$ cat src/rtl/sprite_load_scheduler.sv
// Shares the sprite bitmap ROM among NUM_SLOTS renderers by granting each active
// slot a LOAD_CYCLES load window in a compacted schedule during hblank.
module sprite_load_scheduler #(
    parameter int NUM_SLOTS    = 5,
    parameter int LOAD_CYCLES  = 4,
    parameter int YOFS_W       = 4,
    parameter int HBLANK_START = 256,
    parameter int ABORT_HPOS   = 0
) (
    input  logic                        clk,
    input  logic                        reset,
    input  logic [8:0]                  hpos,
    input  logic [NUM_SLOTS-1:0]        slot_active,
    input  logic [NUM_SLOTS*YOFS_W-1:0] slot_yofs,
    output logic [NUM_SLOTS-1:0]        slot_load,
    output logic [YOFS_W-1:0]           rom_yofs,
    output logic [2:0]                  cur_slot,
    output logic                        busy,
    output logic                        done,
    output logic                        overrun
);

    localparam int CNT_W = (LOAD_CYCLES > 1) ? $clog2(LOAD_CYCLES) : 1;

    typedef enum logic [1:0] {IDLE, SCAN, LOAD, DONE} state_t;

    state_t               r_state,   w_state_nx;
    logic [NUM_SLOTS-1:0] r_pending, w_pending_nx;
    logic [2:0]           r_cur,     w_cur_nx;
    logic [CNT_W-1:0]     r_cnt,     w_cnt_nx;
    logic                 r_overrun, w_overrun_nx;

    logic                 w_trigger;
    logic                 w_abort;
    logic [2:0]           w_low;
    logic [NUM_SLOTS-1:0] w_pending_clr;
    logic                 w_found;

    assign w_trigger = (hpos == 9'(HBLANK_START));
    assign w_abort   = (hpos == 9'(ABORT_HPOS));

    // Lowest pending slot and the pending mask with that slot removed.
    always_comb begin
        w_low         = '0;
        w_found       = 1'b0;
        w_pending_clr = r_pending;
        for (int unsigned i = 0; i < NUM_SLOTS; i++) begin
            if (r_pending[i] && !w_found) begin
                w_low            = 3'(i);
                w_found          = 1'b1;
                w_pending_clr[i] = 1'b0;
            end
        end
    end

    always_comb begin
        w_state_nx   = r_state;
        w_pending_nx = r_pending;
        w_cur_nx     = r_cur;
        w_cnt_nx     = r_cnt;
        w_overrun_nx = r_overrun;
        case (r_state)
            IDLE: begin
                if (w_trigger) begin
                    w_pending_nx = slot_active;
                    w_state_nx   = SCAN;
                end
            end
            SCAN: begin
                if (r_pending == '0) begin
                    w_state_nx = DONE;
                end else begin
                    w_cur_nx     = w_low;
                    w_pending_nx = w_pending_clr;
                    w_cnt_nx     = CNT_W'(LOAD_CYCLES - 1);
                    w_state_nx   = LOAD;
                end
            end
            LOAD: begin
                if (r_cnt == '0) w_state_nx = SCAN;
                else             w_cnt_nx   = r_cnt - 1'b1;
            end
            DONE: w_state_nx = IDLE;
            default: w_state_nx = IDLE;
        endcase
        // Abort overrides every transition above, including DONE.
        if (r_state != IDLE && w_abort) begin
            w_state_nx   = IDLE;
            w_pending_nx = '0;
            w_overrun_nx = 1'b1;
        end
    end

    always_ff @(posedge clk) begin
        if (reset) begin
            r_state   <= IDLE;
            r_pending <= '0;
            r_cur     <= '0;
            r_cnt     <= '0;
            r_overrun <= 1'b0;
        end else begin
            r_state   <= w_state_nx;
            r_pending <= w_pending_nx;
            r_cur     <= w_cur_nx;
            r_cnt     <= w_cnt_nx;
            r_overrun <= w_overrun_nx;
        end
    end

    always_comb begin
        slot_load = '0;
        rom_yofs  = slot_yofs[0 +: YOFS_W];
        for (int unsigned i = 0; i < NUM_SLOTS; i++) begin
            if (r_cur == 3'(i)) begin
                slot_load[i] = (r_state == LOAD);
                rom_yofs     = slot_yofs[i*YOFS_W +: YOFS_W];
            end
        end
    end

    assign cur_slot = r_cur;
    assign busy     = (r_state != IDLE);
    assign done     = (r_state == DONE);
    assign overrun  = r_overrun;

endmodule

$ cat config.mk
export PLATFORM = sky130hd
export DESIGN_NAME = sprite_load_scheduler
export DESIGN_NICKNAME = d
export VERILOG_FILES = /design/src/rtl/sprite_load_scheduler.sv
export SDC_FILE = /design/constraint.sdc
export NUM_CORES = 1
export LEC_CHECK = 0
export BUFFER_PORTS_ARGS = -buffer_cell sky130_fd_sc_hd__buf_4
export CAP_MARGIN = 40
export CORE_MARGIN = 3
export CORE_UTILIZATION = 44
export DETAILED_ROUTE_END_ITERATION = 10
export GPL_TIMING_DRIVEN = 0
export PLACE_DENSITY = 0.83
export SYNTH_ARGS = -nofsm -noshare
export SYNTH_HDL_FRONTEND = slang
export SYNTH_SLANG_ARGS = --single-unit
$ cat constraint.sdc
create_clock -name clk -period 1.8 [get_ports clk]
set_clock_uncertainty 0.1 [all_clocks]
set_input_delay 0.36 -clock clk [delete_from_list [all_inputs] [get_ports clk]]
set_output_delay 0.36 -clock clk [all_outputs]
set_load 0.03 [all_outputs]
After elaboration in Yosys (flattened, before gate mapping)

Index checks and enable logic that the tools add are counted.
W data, S select, Z words.

Register bits: 13
Word-level logic and storage cells: 84

Bitwise gates (word level): 1
Reduce and logical (&&, ||, !) cells: 26
Eq/ne operators: 16
Muxes and demuxes: 31
Add/sub/neg operators: 1

Operators by type and width:

| kind                 | count |
|---|---|
| $mux W4              | 4 |
| $ne A2 B2 Y1 const B | 8 |
| $reduce_and A4 Y1    | 4 |
| $mux W1              | 15 |
| $mux W5              | 2 |
| $pmux W5 S2          | 1 |
| $eq A9 B9 Y1 const B | 1 |
| $logic_not A9 Y1     | 1 |
| $mux W3              | 3 |
| $mux W2              | 4 |
| $pmux W2 S4          | 1 |
| $eq A3 B2 Y1 const B | 2 |
| $reduce_and A3 Y1    | 2 |
| $reduce_bool A2 Y1   | 3 |
| $logic_and A1 B1 Y1  | 5 |
| $logic_not A5 Y1     | 1 |
| $eq A2 B2 Y1 const B | 2 |
| $logic_not A1 Y1     | 4 |
| $logic_not A2 Y1     | 2 |
| $pmux W2 S2          | 1 |
| $reduce_and A2 Y1    | 2 |
| $eq A3 B1 Y1 const B | 1 |
| $eq A3 B3 Y1 const B | 1 |
| $logic_not A3 Y1     | 1 |
| 4 further kinds      | 4 |

Logic depth before layout (Yosys ltp)

Gate-level depths: netlist of run 1.

Depth after elaboration: 15
Depth in mapped cells: 5
Mapped depth without buffers: 5

Worst setup path before layout of run 1

No wires, ideal clock.

Path kind: register to output
From: register r_cur[1] (netlist: cur_slot[1])
To: output slot_load[2]
Data required time: 1.340 ns
Path buffers: 3
Cell stages (with the launch flop): 5
Setup slack: -0.785 ns
Arrival: 2.125 ns
Cell sequence: dfxtp_1 buf_2 buf_2 buf_2 nor4b_1

Longest elaborated chain between the ends: 2

Ends and longest elaborated chain:

| what                   | line | source |
|---|---|---|
| from (decl)            | 29   | `logic [2:0] r_cur, w_cur_nx;` |
| from (signal assigned) | 104  | `r_cur <= w_cur_nx;` |
| $eq A3 B2 Y1           | 114  | `if (r_cur == 3'(i)) begin` |
| $mux W1                | 114  |  |
| to (decl)              | 15   | `output logic [NUM_SLOTS-1:0] slot_load,` |

Every way passes these cells.

Worst setup path after layout of run 1

From: register r_cur[1] (netlist: cur_slot[1])
To: output rom_yofs[3]

Longest elaborated chain between the ends: 5
Elaborated cells on any way between the ends: 8
Those cells by class: eq/ne (4); mux (4)

Ends and longest elaborated chain:

| what                 | line | source |
|---|---|---|
| $eq A3 B1 Y1         | 114  |  |
| $mux W4 (3 in a row) | 114  |  |
| $mux W4 *            | 114  |  |
| to (decl)            | 16   | `output logic [YOFS_W-1:0] rom_yofs,` |

Every way passes the cells marked *; elsewhere a longest branch is shown, timed or not.

==> results of run 1 <==
## logic make-up after synthesis
logic type	after synthesis	synth area share, %
compound gates	38	27.2
buf+inv	14	5.98
fa+ha+maj	1	1.27
flops	13	26.5
mux	5	5.72
simple gates	46	33.3
## how the worst min path moves through the flow
stage | from | endpoint | slack [ps] | cells past startpoint
CTS | reset | cur_slot[0] | 170 | 2
global route | reset | cur_slot[1] | 180 | 2
floorplan | reset | cur_slot[1] | 320 | 1
finish | reset | cur_slot[1] | 190 | 2
detailed placement | overrun | overrun | 340 | 2
global placement | overrun | overrun | 330 | 2
## final cells by class
class	instances	area, µm²	area share, %
clock buffer	4	26.3	1.38
tap	27	33.8	1.77
sequential	13	274	14.4
inverter	8	30.0	1.58
timing repair buffer	64	567	29.7
multi-input combinational	90	886	46.5
buffer	5	88.8	4.66
## worst max-delay path, stage by stage, from the launching register on
cell	delay [ps]
dfxtp_4	400
buf_6	150
nor2b_1	190
a211oi_2	80
o21ai_1	170
o211a_1	180
buf_6	130
## layout by cell type (no fill, tap or decap), types with 2 or more instances in the layout
cell	instances
nor2b_4	3
o21ai_0	2
nor2b_2	2
o211a_1	3
o22a_1	3
mux2i_1	3
a21boi_0	2
nand2b_4	2
nor4b_2	2
nor2b_1	6
nand2_1	4
nor4b_4	2
dfxtp_1	8
clkbuf_4	3
buf_8	2
dfxtp_2	2
nor4_4	3
a21oi_2	3
buf_6	9
a211oi_2	3
nand2b_1	4
nor2_1	9
dfxtp_4	3
buf_12	3
a21o_1	2
a21oi_1	6
o21ai_1	2
buf_4	52
o21ai_2	2
a2111oi_4	4
inv_1	8
## timing repair
item,4_1_cts,5_1_grt
setup buffers,11,1
resized for setup,45,18
gates cloned,2,0
pin swaps,13,6
endpoints found under the setup margin,9,9
## stage by stage
step / setup TNS (ps) / instances / cell area (µm²)
6_report: -1210 / 211 / 1910
5_1_grt: -1840 / 211 / 1910
4_1_cts: -664 / 210 / 1810
3_5_place_dp: -103 / 194 / 1500
3_3_place_gp: -55.5 / 194 / 1500
2_1_floorplan: -83.8 / 117 / 1090
## routing by layer
metal	part of all wire, %	track usage [%]
met5	0	0
met4	5.9	15.3
met3	8.1	5.92
met2	49	61.0
met1	37	38.8
## where the power goes
part | total [µW] | leakage (µW) | internal (µW) | switching, µW
logic | 152 | 0.000651 | 84.8 | 66.8
registers | 284 | 0.000108 | 283 | 0.518
clock network | 188 | 0.0000150 | 86.3 | 102
total | 623 | 0.000774 | 454 | 169
## sequential cells by signal, indices dropped and copies added, names as in the netlist
name and flops:
cur_slot 3, r_pending 5, r_state 2, overrun 1, r_cnt 2
==> metrics.md, run 1 <==
| Metric | Value |
|---|---|
| Post-CTS Hold Buffers | `0` |
| YS warnings | `0` |
| Status | `finished with violations` |
| Syn Std Cell Area | `983 µm²` |
| Root Buffer | `clkbuf_4` |
| Critical path startpoint | `cur_slot[1]` |
| Yosys cell types | `39` |
| DR WL/cell | `roughly 25 µm` |
| Initial antenna violation count | `0` |
| Hold Violations, Final | `0` |
| Area of the die | `~0.0028 mm²` |
| Startpoint class of the critical path | `register` |
| Critical Path Sink Type | `primary output` |
| Deepest clock path buffer count | `2` |
| Worst Max-Slew Pin Slew | `roughly 530 ps` |
| Mean Syn Cell Area | `8.41 µm²` |
| TritonRoute pass-1 iters | `4` |
| Ys async rst share | `0%` |
| Critical path type | `reg2out` |
| Most instantiated cells after synthesis | `13 x dfxtp_1, 11 x nor2b_1, 9 x a21oi_1, 9 x nor2_1, 8 x inv_1` |
| Final Setup Violations | `9` |
| Most frequent cell after synthesis | `dfxtp_1` |
| Worst Slack Setup Final | `-252 ps` |
| Die W | `53.3 µm` |
| IO buf count | `50` |
| VDD IR-drop max | `0.000423 V` |
| R2R depth | `4` |
| Yosys top cell area share | `26.5%` |
| Clk slew on worst S/H paths | `80 ps` |
| EDFF count, synth | `0` |
| Global route total overflow | `0` |
| I/O pin count | `51` |
| Worst r2r src | `r_pending[0]` |
| Reg2reg end | `cur_slot[0]` |
| CTS sink count | `13` |
| Fin crit share | `114%` |
| Post-layout util | `93.3%` |
| WP data required | `1340 ps` |
| Clk_lat worst skew | `290 ps` |
| Failing checks | `setup timing` |
| RSZ-0062 raised after global routing | `yes` |
| Dpl ws | `-41.4 ps` |
| Area leader, netlist | `dfxtp_1` |
| Site row count | `16` |
| Antenna cell count | `0` |
| Syn Nets | `154` |
| Core area | `roughly 0.0020 mm²` |
| GR Util All Layers | `34.2%` |
| Layout fillers | `66` |
| Worst hold path class | `in2reg` |
| H-tree depth | `1` |
| DRC Markers | `0` |
| Die H | `about 53 µm` |
| Layout cell share with drive strength beyond 1 | `59.8%` |
| Iteration-0 DRC Markers | `54` |
| Routability cong. | `0.875` |
| First-pass GRT wire length | `approximately 7000 µm` |
| Via count | `1378` |
| Via-to-Cell Ratio | `between 6 and 7` |
| Num CTS Buffers | `3` |
| Min cycle time layout | `2050 ps` |
| Fin. max-slew vios | `0` |
| Area delta synth->final | `93.8%` |
| Final Power | `~620 µW` |
| Nets | `222` |
| PwrDens | `about 330 mW/mm²` |
| Sequential share of the synthesized area | `between 20% and 30%` |
| WL final | `5360 µm` |
| TritonCTS clock tree | `yes` |
| Mapped Cells | `117` |
| Max frequency | `487 MHz` |
| Ys flop type | `dfxtp_1` |
| DP HPWL | `2170 µm` |
| Hold Slack | `188 ps` |
| Largest net degree at the start of global routing | `11` |
| Max-cap violations | `0` |
| Reg2Reg Setup Slack | `240 ps` |
| Effective utilization at floorplan | `48.2%` |
| Leakage power | `between 0.0007 and 0.0008 µW` |
| CP arrival | `roughly 1600 ps` |
| Routed Antenna Nets | `0` |
| Worst slew margin | `64.9%` |
| Worst setup endpoint | `rom_yofs[3]` |
| #FFs+latches synth | `13` |
| Synth area leaders | `dfxtp_1 26%, nor2b_1 7.0%, a21oi_1 4.6%` |
| Vias in the first global route | `1373` |
| CP Max Fanout | `7` |
Power figures use the tool's default switching activity.
==> run 2, diff against run 1 <==
--- a/config.mk
+++ b/config.mk
@@ -8,10 +8,12 @@
 export BUFFER_PORTS_ARGS = -buffer_cell sky130_fd_sc_hd__buf_4
 export CAP_MARGIN = 40
 export CORE_MARGIN = 3
-export CORE_UTILIZATION = 44
+export CORE_UTILIZATION = 46
+export CTS_BUF_LIST = sky130_fd_sc_hd__clkbuf_4 sky130_fd_sc_hd__clkbuf_8
 export DETAILED_ROUTE_END_ITERATION = 10
 export GPL_TIMING_DRIVEN = 0
-export PLACE_DENSITY = 0.83
+export PLACE_DENSITY = 0.86
 export SYNTH_ARGS = -nofsm -noshare
 export SYNTH_HDL_FRONTEND = slang
 export SYNTH_SLANG_ARGS = --single-unit
+export TNS_END_PERCENT = 100
==> run 2 against run 1 <==
Area after synthesis unchanged; synthesized cell count unchanged; the run now fails in 5_1_grt.
==> metrics.md, run 2 <==
| Metric | Value |
|---|---|
| DP HPWL | `2230 µm (+3.1%)` |
| Simple-gate area share of the yosys netlist | `33.3% (unchanged)` |
| Routability cong. | `0.868 (-0.77%)` |
| Most instantiated cells after synthesis | `13 x dfxtp_1, 11 x nor2b_1, 9 x a21oi_1, 9 x nor2_1, 8 x inv_1` |
| Syn Std Cell Area | `983 µm² (unchanged)` |
| Main combinational cell family by area after synthesis | `simple AND/OR/NAND/NOR gates` |
| Ys flop type | `dfxtp_1` |
| Worst EP kind | `primary output` |
| Initial antenna violation count | `0` |
| Placed Area | `0.00150 mm² (unchanged)` |
| Yosys cell types | `39 (unchanged)` |
| #FFs+latches synth | `13 (unchanged)` |
| Deepest clock path buffer count | `2 (unchanged)` |
| Yosys top cell area share | `26.5% (unchanged)` |
| EDFF count, synth | `0 (unchanged)` |
| Site row count | `16 (unchanged)` |
| Die W | `52.2 µm (-2.0%)` |
| Mux cell area share after synthesis | `5.73% (unchanged)` |
| Ys async rst share | `0% (unchanged)` |
| Root Buffer | `clkbuf_4` |
| Largest net degree at the start of global routing | `11` |
| I/O pin count | `51 (unchanged)` |
| Effective utilization at floorplan | `49.1% (+0.96 points)` |
| Most frequent cell after synthesis | `dfxtp_1` |
| Die H | `52.2 µm (-2.0%)` |
| H-tree depth | `1 (unchanged)` |
| Sequential share of the synthesized area | `26.5% (unchanged)` |
| Area leader, netlist | `dfxtp_1` |
| Status | `did not finish` |
| Crit. endpoint post-GRT repair | `rom_yofs[2]` |
| Err | `[ERROR DPL-0033] detailed placement checks failed during check placement.` |
| CTS sink count | `13 (unchanged)` |
| Synth Area in Compound Gates | `27.2% (unchanged)` |
| Num CTS Buffers | `3 (unchanged)` |
| Post-CTS Hold Buffers | `0 (unchanged)` |
| Mean Syn Cell Area | `8.41 µm² (unchanged)` |
| Synth Area in Adders | `1.27% (unchanged)` |
| Synth Area in XOR/XNOR | `0% (unchanged)` |
| Stop stage | `5_1_grt` |
| Synth area leaders | `dfxtp_1 26%, nor2b_1 7.0%, a21oi_1 4.6%` |
| IO buf count | `50 (unchanged)` |
| Mapped Cells | `117 (unchanged)` |
| Syn Nets | `154 (unchanged)` |
| YS warnings | `0 (unchanged)` |
==> run 2: cell counts after synthesis <==
Identical to the previous run, type by type.
==> run 2: stage by stage <==
step                      std cells  util [%]  setup slack (ps)
after global placement          194      75.1             -27.5
after CTS                       211      94.3              -118
after floorplan                 117         -             -83.8
after detailed placement        194      75.1              -107
==> run 2: cells by family after synthesis <==
logic type,count (synthesis)
AO/OA/AOI/OAI,38
adder cells (fa/ha/maj),1
buffers and inverters,14
flip-flops,13
multiplexers,5
AND/OR/NAND/NOR,46
==> run 2: timing repair <==
action,in CTS
gates cloned,3
resized for setup,45
buffers inserted,11
endpoints found under the setup margin,9
pin swaps,7
==> run 3, diff against run 2 <==
--- a/config.mk
+++ b/config.mk
@@ -7,12 +7,11 @@
 export LEC_CHECK = 0
 export BUFFER_PORTS_ARGS = -buffer_cell sky130_fd_sc_hd__buf_4
 export CAP_MARGIN = 40
-export CORE_MARGIN = 3
-export CORE_UTILIZATION = 46
-export CTS_BUF_LIST = sky130_fd_sc_hd__clkbuf_4 sky130_fd_sc_hd__clkbuf_8
+export CORE_AREA = 3 3 64 66
 export DETAILED_ROUTE_END_ITERATION = 10
+export DIE_AREA = 0 0 67 69
 export GPL_TIMING_DRIVEN = 0
-export PLACE_DENSITY = 0.86
+export PLACE_DENSITY_LB_ADDON = 0.15
 export SYNTH_ARGS = -nofsm -noshare
 export SYNTH_HDL_FRONTEND = slang
 export SYNTH_SLANG_ARGS = --single-unit
==> run 3 against run 2 <==
The flow now finishes, with violations (setup timing).
==> metrics.md, run 3 (synthesis gave the netlist of run 1 again) <==
| Metric | Value |
|---|---|
| Clk slew on worst S/H paths | `60 ps` |
| Final Setup Violations | `8` |
| Num CTS Buffers | `3 (unchanged)` |
| Worst Slack Setup Final | `-117 ps` |
| Layout cell share with drive strength beyond 1 | `53.1%` |
| Routability cong. | `0.742 (-15%)` |
| Site row count | `22 (+6)` |
| GR Util All Layers | `14.6%` |
| Reg2Reg Setup Slack | `330 ps` |
| H-tree depth | `1 (unchanged)` |
| R2R depth | `4` |
| Fin. max-slew vios | `0` |
| Iteration-0 DRC Markers | `57` |
| Worst Max-Slew Pin Slew | `428 ps` |
| Critical Path Sink Type | `primary output` |
| Post-layout util | `a little over half` |
| Worst r2r src | `r_state[1]` |
| CP Max Fanout | `6` |
| Final TNS setup | `-677 ps` |
| Min cycle time layout | `1920 ps` |
| HP Start | `reset` |
| Startpoint class of the critical path | `register` |
| WHS Path Cells | `2` |
| Worst hold path class | `in2reg` |
| DR WL/cell | `~14 µm` |
| CTS sink count | `13 (unchanged)` |
| Routed Antenna Nets | `0` |
| Clk_lat worst skew | `240 ps` |
| Inst Count DP | `215 (+11%)` |
| Reg with most FFs | `r_pending` |
| TritonCTS clock tree | `yes` |
| Hold Slack | `221 ps` |
| Crit-path cells | `buf_12 -> buf_12 -> buf_16 -> nor4bb_4 -> buf_4` |
| Global route total overflow | `0` |
| Max reg flops | `5` |
| Critical path type | `reg2out` |
| WL final | `3120 µm` |
| Failing checks | `setup timing` |
| Most common cell after layout, fill and taps aside | `buf_4` |
| Post-CTS Hold Buffers | `0 (unchanged)` |
| DP HPWL | `2310 µm (+3.6%)` |
| Die W | `67 µm (+28%)` |
| VDD IR-drop max | `approximately 0.00035 V` |
| Via count | `1095` |
| Non-Filler Instances | `227` |
| I/O pin count | `51 (unchanged)` |
| Largest net degree at the start of global routing | `12` |
| Core area | `~0.0036 mm²` |
| Initial antenna violation count | `0` |
| Max-cap violations | `0` |
| Most frequent cells in the layout | `48 x buf_4, 11 x nor2b_1, 10 x dfxtp_1` |
| Via-to-Cell Ratio | `4.82` |
| Vias in the first global route | `1138` |
| Reg2reg end | `cur_slot[0]` |
| First-pass GRT wire length | `about 5400 µm` |
| PwrDens | `362 mW/mm²` |
| Most used cell, CP | `buf_12` |
| Post-route design area | `0.00189 mm²` |
| CP arrival | `1460 ps` |
| Top delay family on crit path | `buffers and inverters` |
| Nets | `217` |
| Effective utilization at floorplan | `27.1% (-22 points)` |
| Area of the die | `0.00462 mm²` |
| Die H | `69 µm (+32%)` |
| Max frequency | `522 MHz` |
| IO buf count | `50 (unchanged)` |
| Root Buffer | `clkbuf_8` |
| TritonRoute pass-1 iters | `2` |
| CP max stage delay | `360 ps` |
| Buf/Inv on CP | `4` |
| Fin crit share | `107%` |
| Antenna cell count | `0` |
| Hold Violations, Final | `0` |
| Leakage power | `0.000761 µW` |
| Worst slew margin | `71.4%` |
| Status | `finished with violations` |
| Hold Path End | `cur_slot[1]` |
| RSZ-0062 raised after global routing | `yes` |
| DRC Markers | `0` |
| Slowest cell on crit path | `dfxtp_4` |
| Deepest clock path buffer count | `2 (unchanged)` |
| Placed Area | `0.00153 mm² (+1.7%)` |
| WP data required | `1340 ps` |
| Area delta synth->final | `92.4%` |
[run 3: per-stage QoR]
stage	power, µW	setup slack [ps]
final	685	-117
after global routing	719	-172
after CTS	688	-118
after detailed placement	411	-99.1
after global placement	408	-25.2
after floorplan	332	-83.8
[run 3: where the power goes]
part | leakage [µW] | switching, µW | internal [µW]
Sequential | 0.000107 | 0.491 | 284
Combinational | 0.000631 | 53.2 | 84.6
Clock | 0.0000228 | 106 | 156
Total | 0.000761 | 160 | 525
[run 3: layout make-up]
cell class                      count  area, µm²
Fill cell                         348       1740
Multi-Input combinational cell     90        853
Timing Repair Buffer               59        548
Sequential cell                    13        272
Buffer                              5       83.8
Tap cell                           48       60.1
Clock buffer                        4       45.0
Inverter                            8       30.0
[run 3: timing repair]
action,in CTS,in global routing
resized for setup,34,5
endpoints found under the setup margin,9,9
cloned,2,0
pin swaps,9,4
buffers inserted,5,2
[run 3: worst max-delay path by stage]
stage          slack (ps)  depth (start not counted)      endpoint   startpoint
4_1_cts              -120                          5  slot_load[3]  cur_slot[2]
2_1_floorplan         -80                          4  slot_load[4]  cur_slot[1]
3_5_place_dp         -100                          6   rom_yofs[0]  cur_slot[1]
5_1_grt              -170                          5   rom_yofs[3]  cur_slot[1]
6_report             -120                          5  slot_load[3]  cur_slot[2]
3_3_place_gp          -30                          6   rom_yofs[0]  cur_slot[1]
[run 3: per-layer routing]
metal / part of all wire [%] / track usage (%) / vias up
li1: - / - / 561
met1: 44 / 19.6 / 512
met2: 52 / 23.8 / 20
met3: 3.9 / 2.12 / 2
met4: 0.67 / 4.05 / 0
met5: 0 / 0 / -
[run 3: worst reg2reg max path, cell delays in order, from the launching register on]
cell,delay (ps)
dfxtp_1,370
nand2b_4,190
a21o_1,220
or3_1,360
a21oi_1,150
==> run 4, diff against run 3 <==
--- a/config.mk
+++ b/config.mk
@@ -7,9 +7,11 @@
 export LEC_CHECK = 0
 export BUFFER_PORTS_ARGS = -buffer_cell sky130_fd_sc_hd__buf_4
 export CAP_MARGIN = 40
-export CORE_AREA = 3 3 64 66
+export CELL_PAD_IN_SITES_DETAIL_PLACEMENT = 1
+export CELL_PAD_IN_SITES_GLOBAL_PLACEMENT = 2
+export CORE_MARGIN = 3
+export CORE_UTILIZATION = 24
 export DETAILED_ROUTE_END_ITERATION = 10
-export DIE_AREA = 0 0 67 69
 export GPL_TIMING_DRIVEN = 0
 export PLACE_DENSITY_LB_ADDON = 0.15
 export SYNTH_ARGS = -nofsm -noshare
==> run 4 against run 3 <==
The flow still finishes with violations (setup timing); sequential power barely moved; critical path depth rose by 1; sequential share of layout area fell by 0.48 points; die area rose by 6.0%; count of clock-buffer cells in the layout did not move; largest power group unchanged; maximum frequency fell by 0.22%; sequential cell count did not move; final cell count rose by 2.2%.
==> metrics.md, run 4 (synthesis gave the netlist of run 1 again) <==
| Metric | Value |
|---|---|
| Status | `finished with violations` |
| Failing checks | `setup timing` |
| Reg2Reg Setup Slack | `350 ps (+20 ps)` |
| VDD IR-drop max | `0.000299 V (-13%)` |
| Initial antenna violation count | `0 (unchanged)` |
| Clk pwr share | `38.0% (-0.4 points)` |
| Dpl ws | `-87.7 ps (+11.4 ps)` |
| Worst r2r src | `r_state[1]` |
| Root Buffer | `clkbuf_8` |
| DRC Markers | `0 (unchanged)` |
| PwrDens | `353 mW/mm² (-2.5%)` |
| TritonCTS clock tree | `yes` |
| Via count | `1172 (+7.0%)` |
| Critical Path Sink Type | `primary output` |
| Hold Path End | `cur_slot[0]` |
| Worst Max-Slew Pin Slew | `451 ps (+22.6 ps)` |
| Worst Slack Setup Final | `-121 ps (-4.21 ps)` |
| Critical path type | `reg2out` |
| CP arrival | `1460 ps (about the same)` |
| Die W | `70.0 µm (+4.5%)` |
| WP data required | `1340 ps (about the same)` |
| Hold Violations, Final | `0 (unchanged)` |
| Max-cap violations | `0 (unchanged)` |
| Core area | `0.00380 mm² (+4.5%)` |
| IO buf count | `50 (unchanged)` |
| Clk slew on worst S/H paths | `50 ps (about the same)` |
| Antenna cell count | `0 (unchanged)` |
| CTS sink count | `13 (unchanged)` |
| Num CTS Buffers | `3 (unchanged)` |
| Reg2reg end | `cur_slot[0]` |
| Layout cell share with drive strength beyond 1 | `58.2% (+5.1 points)` |
| Area of the die | `0.00490 mm² (+6.0%)` |
| I/O pin count | `51 (unchanged)` |
| Fin. max-slew vios | `0 (unchanged)` |
| Final Setup Violations | `8 (unchanged)` |
| TritonRoute pass-1 iters | `4 (+2)` |
| H-tree depth | `1 (unchanged)` |
| Reg with most FFs | `r_pending` |
| Deepest clock path buffer count | `2 (unchanged)` |
| Logic pwr share | `21.0% (+0.9 points)` |
| Internal Power | `527 µW (+0.37%)` |
| Startpoint class of the critical path | `register` |
| WL final | `3870 µm (+24%)` |
| Via-to-Cell Ratio | `5.05 (+4.7%)` |
| Leakage power | `0.000788 µW (+3.5%)` |
| Fin crit share | `107% (+0.23 points)` |
| Routed Antenna Nets | `0 (unchanged)` |
| Global route total overflow | `0 (unchanged)` |
| WHS Path Cells | `2 (unchanged)` |
| DP HPWL | `2730 µm (+18%)` |
| Clk_lat worst skew | `250 ps (about the same)` |
| Effective utilization at floorplan | `25.9% (-1.2 points)` |
| Area delta synth->final | `100%` |
| Min cycle time layout | `1920 ps (+4.21 ps)` |
| Sw frac | `24.1% (+0.75 points)` |
| Power share of the sequential group | `41.0% (-0.5 points)` |
| Vias in the first global route | `1299 (+14%)` |
| Largest net degree at the start of global routing | `11 (-1)` |
| CP Max Fanout | `6 (unchanged)` |
| Most frequent cells in the layout | `52 x buf_4, 9 x nor2_1, 9 x buf_6, 9 x dfxtp_1` |
| First-pass GRT wire length | `6400 µm (+18%)` |
| Site row count | `22 (unchanged)` |
| Iteration-0 DRC Markers | `34 (-40%)` |
| HP Start | `reset` |
| Post-CTS Hold Buffers | `0 (unchanged)` |
| Final TNS setup | `-444 ps (+233 ps)` |
| Nets | `222 (+2.3%)` |
| DR WL/cell | `16.7 µm (+22%)` |
| Max frequency | `520 MHz (-0.22%)` |
| GR Util All Layers | `16.1% (+1.5 points)` |
| RSZ-0062 raised after global routing | `yes` |
| Max reg flops | `5 (unchanged)` |
| Worst hold path class | `in2reg` |
| Worst slew margin | `69.9% (-1.5 points)` |
| P_sw | `167 µW (+4.6%)` |
| Die H | `70.0 µm (+1.5%)` |
| R2R depth | `4 (unchanged)` |
| Routability cong. | `0.761 (+2.5%)` |
| Most common cell after layout, fill and taps aside | `buf_4` |
## run 4: changes by cell type in the layout (fill, tap and decap cells not counted), sizes merged
cell,change
buf,+7
bufbuf,-1
clkbuf,-1
## run 4: worst max-delay path by stage
stage / start / endpoint / cells past startpoint
detailed placement: cur_slot[1] / rom_yofs[2] / 6
finish: cur_slot[1] / rom_yofs[3] / 6
global route: cur_slot[1] / rom_yofs[3] / 6
CTS: cur_slot[2] / rom_yofs[1] / 5
global placement: cur_slot[1] / rom_yofs[2] / 6
floorplan: cur_slot[1] / slot_load[4] / 4
## run 4: routing by layer
layer | part of all wire [%] | track usage, %
met2 | 56 | 31.6
met4 | 2.4 | 6.17
met1 | 38 | 16.9
met5 | 0 | 0
met3 | 4.4 | 2.30
## run 4: worst max-delay path: stages (launching register included)
cell and delay, ps:
dfxtp_4 370, buf_6 140, nor2b_1 240, a2111oi_4 60, a21oi_2 110, o211a_1 170, buf_6 130
## run 4: timing repair
| item | CTS | global route |
|---|---|---|
| cloned | 2 | 0 |
| setup endpoints to repair | 9 | 9 |
| pin swaps | 14 | 5 |
| gates resized for setup | 45 | 15 |
| setup buffers | 11 | 1 |
## run 4: layout make-up
| class | count | area (µm²) |
|---|---|---|
| Multi-Input combinational cell | 90 | 897 |
| Fill cell | 437 | 1830 |
| Inverter | 8 | 30.0 |
| Timing Repair Buffer | 64 | 567 |
| Sequential cell | 13 | 273 |
| Buffer | 5 | 95.1 |
| Tap cell | 48 | 60.1 |
| Clock buffer | 4 | 45.0 |
## run 4: per-stage QoR
stage / total power, µW / hold slack, ps / util (%) / instances / cell area [µm²]
global route: 732 / 232 / 51.8 / 232 / 1970
CTS: 701 / 223 / 49.7 / 231 / 1890
global placement: 409 / 336 / 40.3 / 215 / 1530
detailed placement: 415 / 347 / 40.3 / 215 / 1530
floorplan: 332 / 319 / - / 117 / 1090
finish: 694 / 223 / 51.8 / 232 / 1970
## run 4: power groups by stage
stage | logic [µW] | clock network, µW | registers [µW]
floorplan | 40.2 | 0 | 292
global placement | 117 | 0 | 292
detailed placement | 123 | 0 | 292
CTS | 142 | 274 | 284
global route | 156 | 292 | 284
finish | 146 | 264 | 284
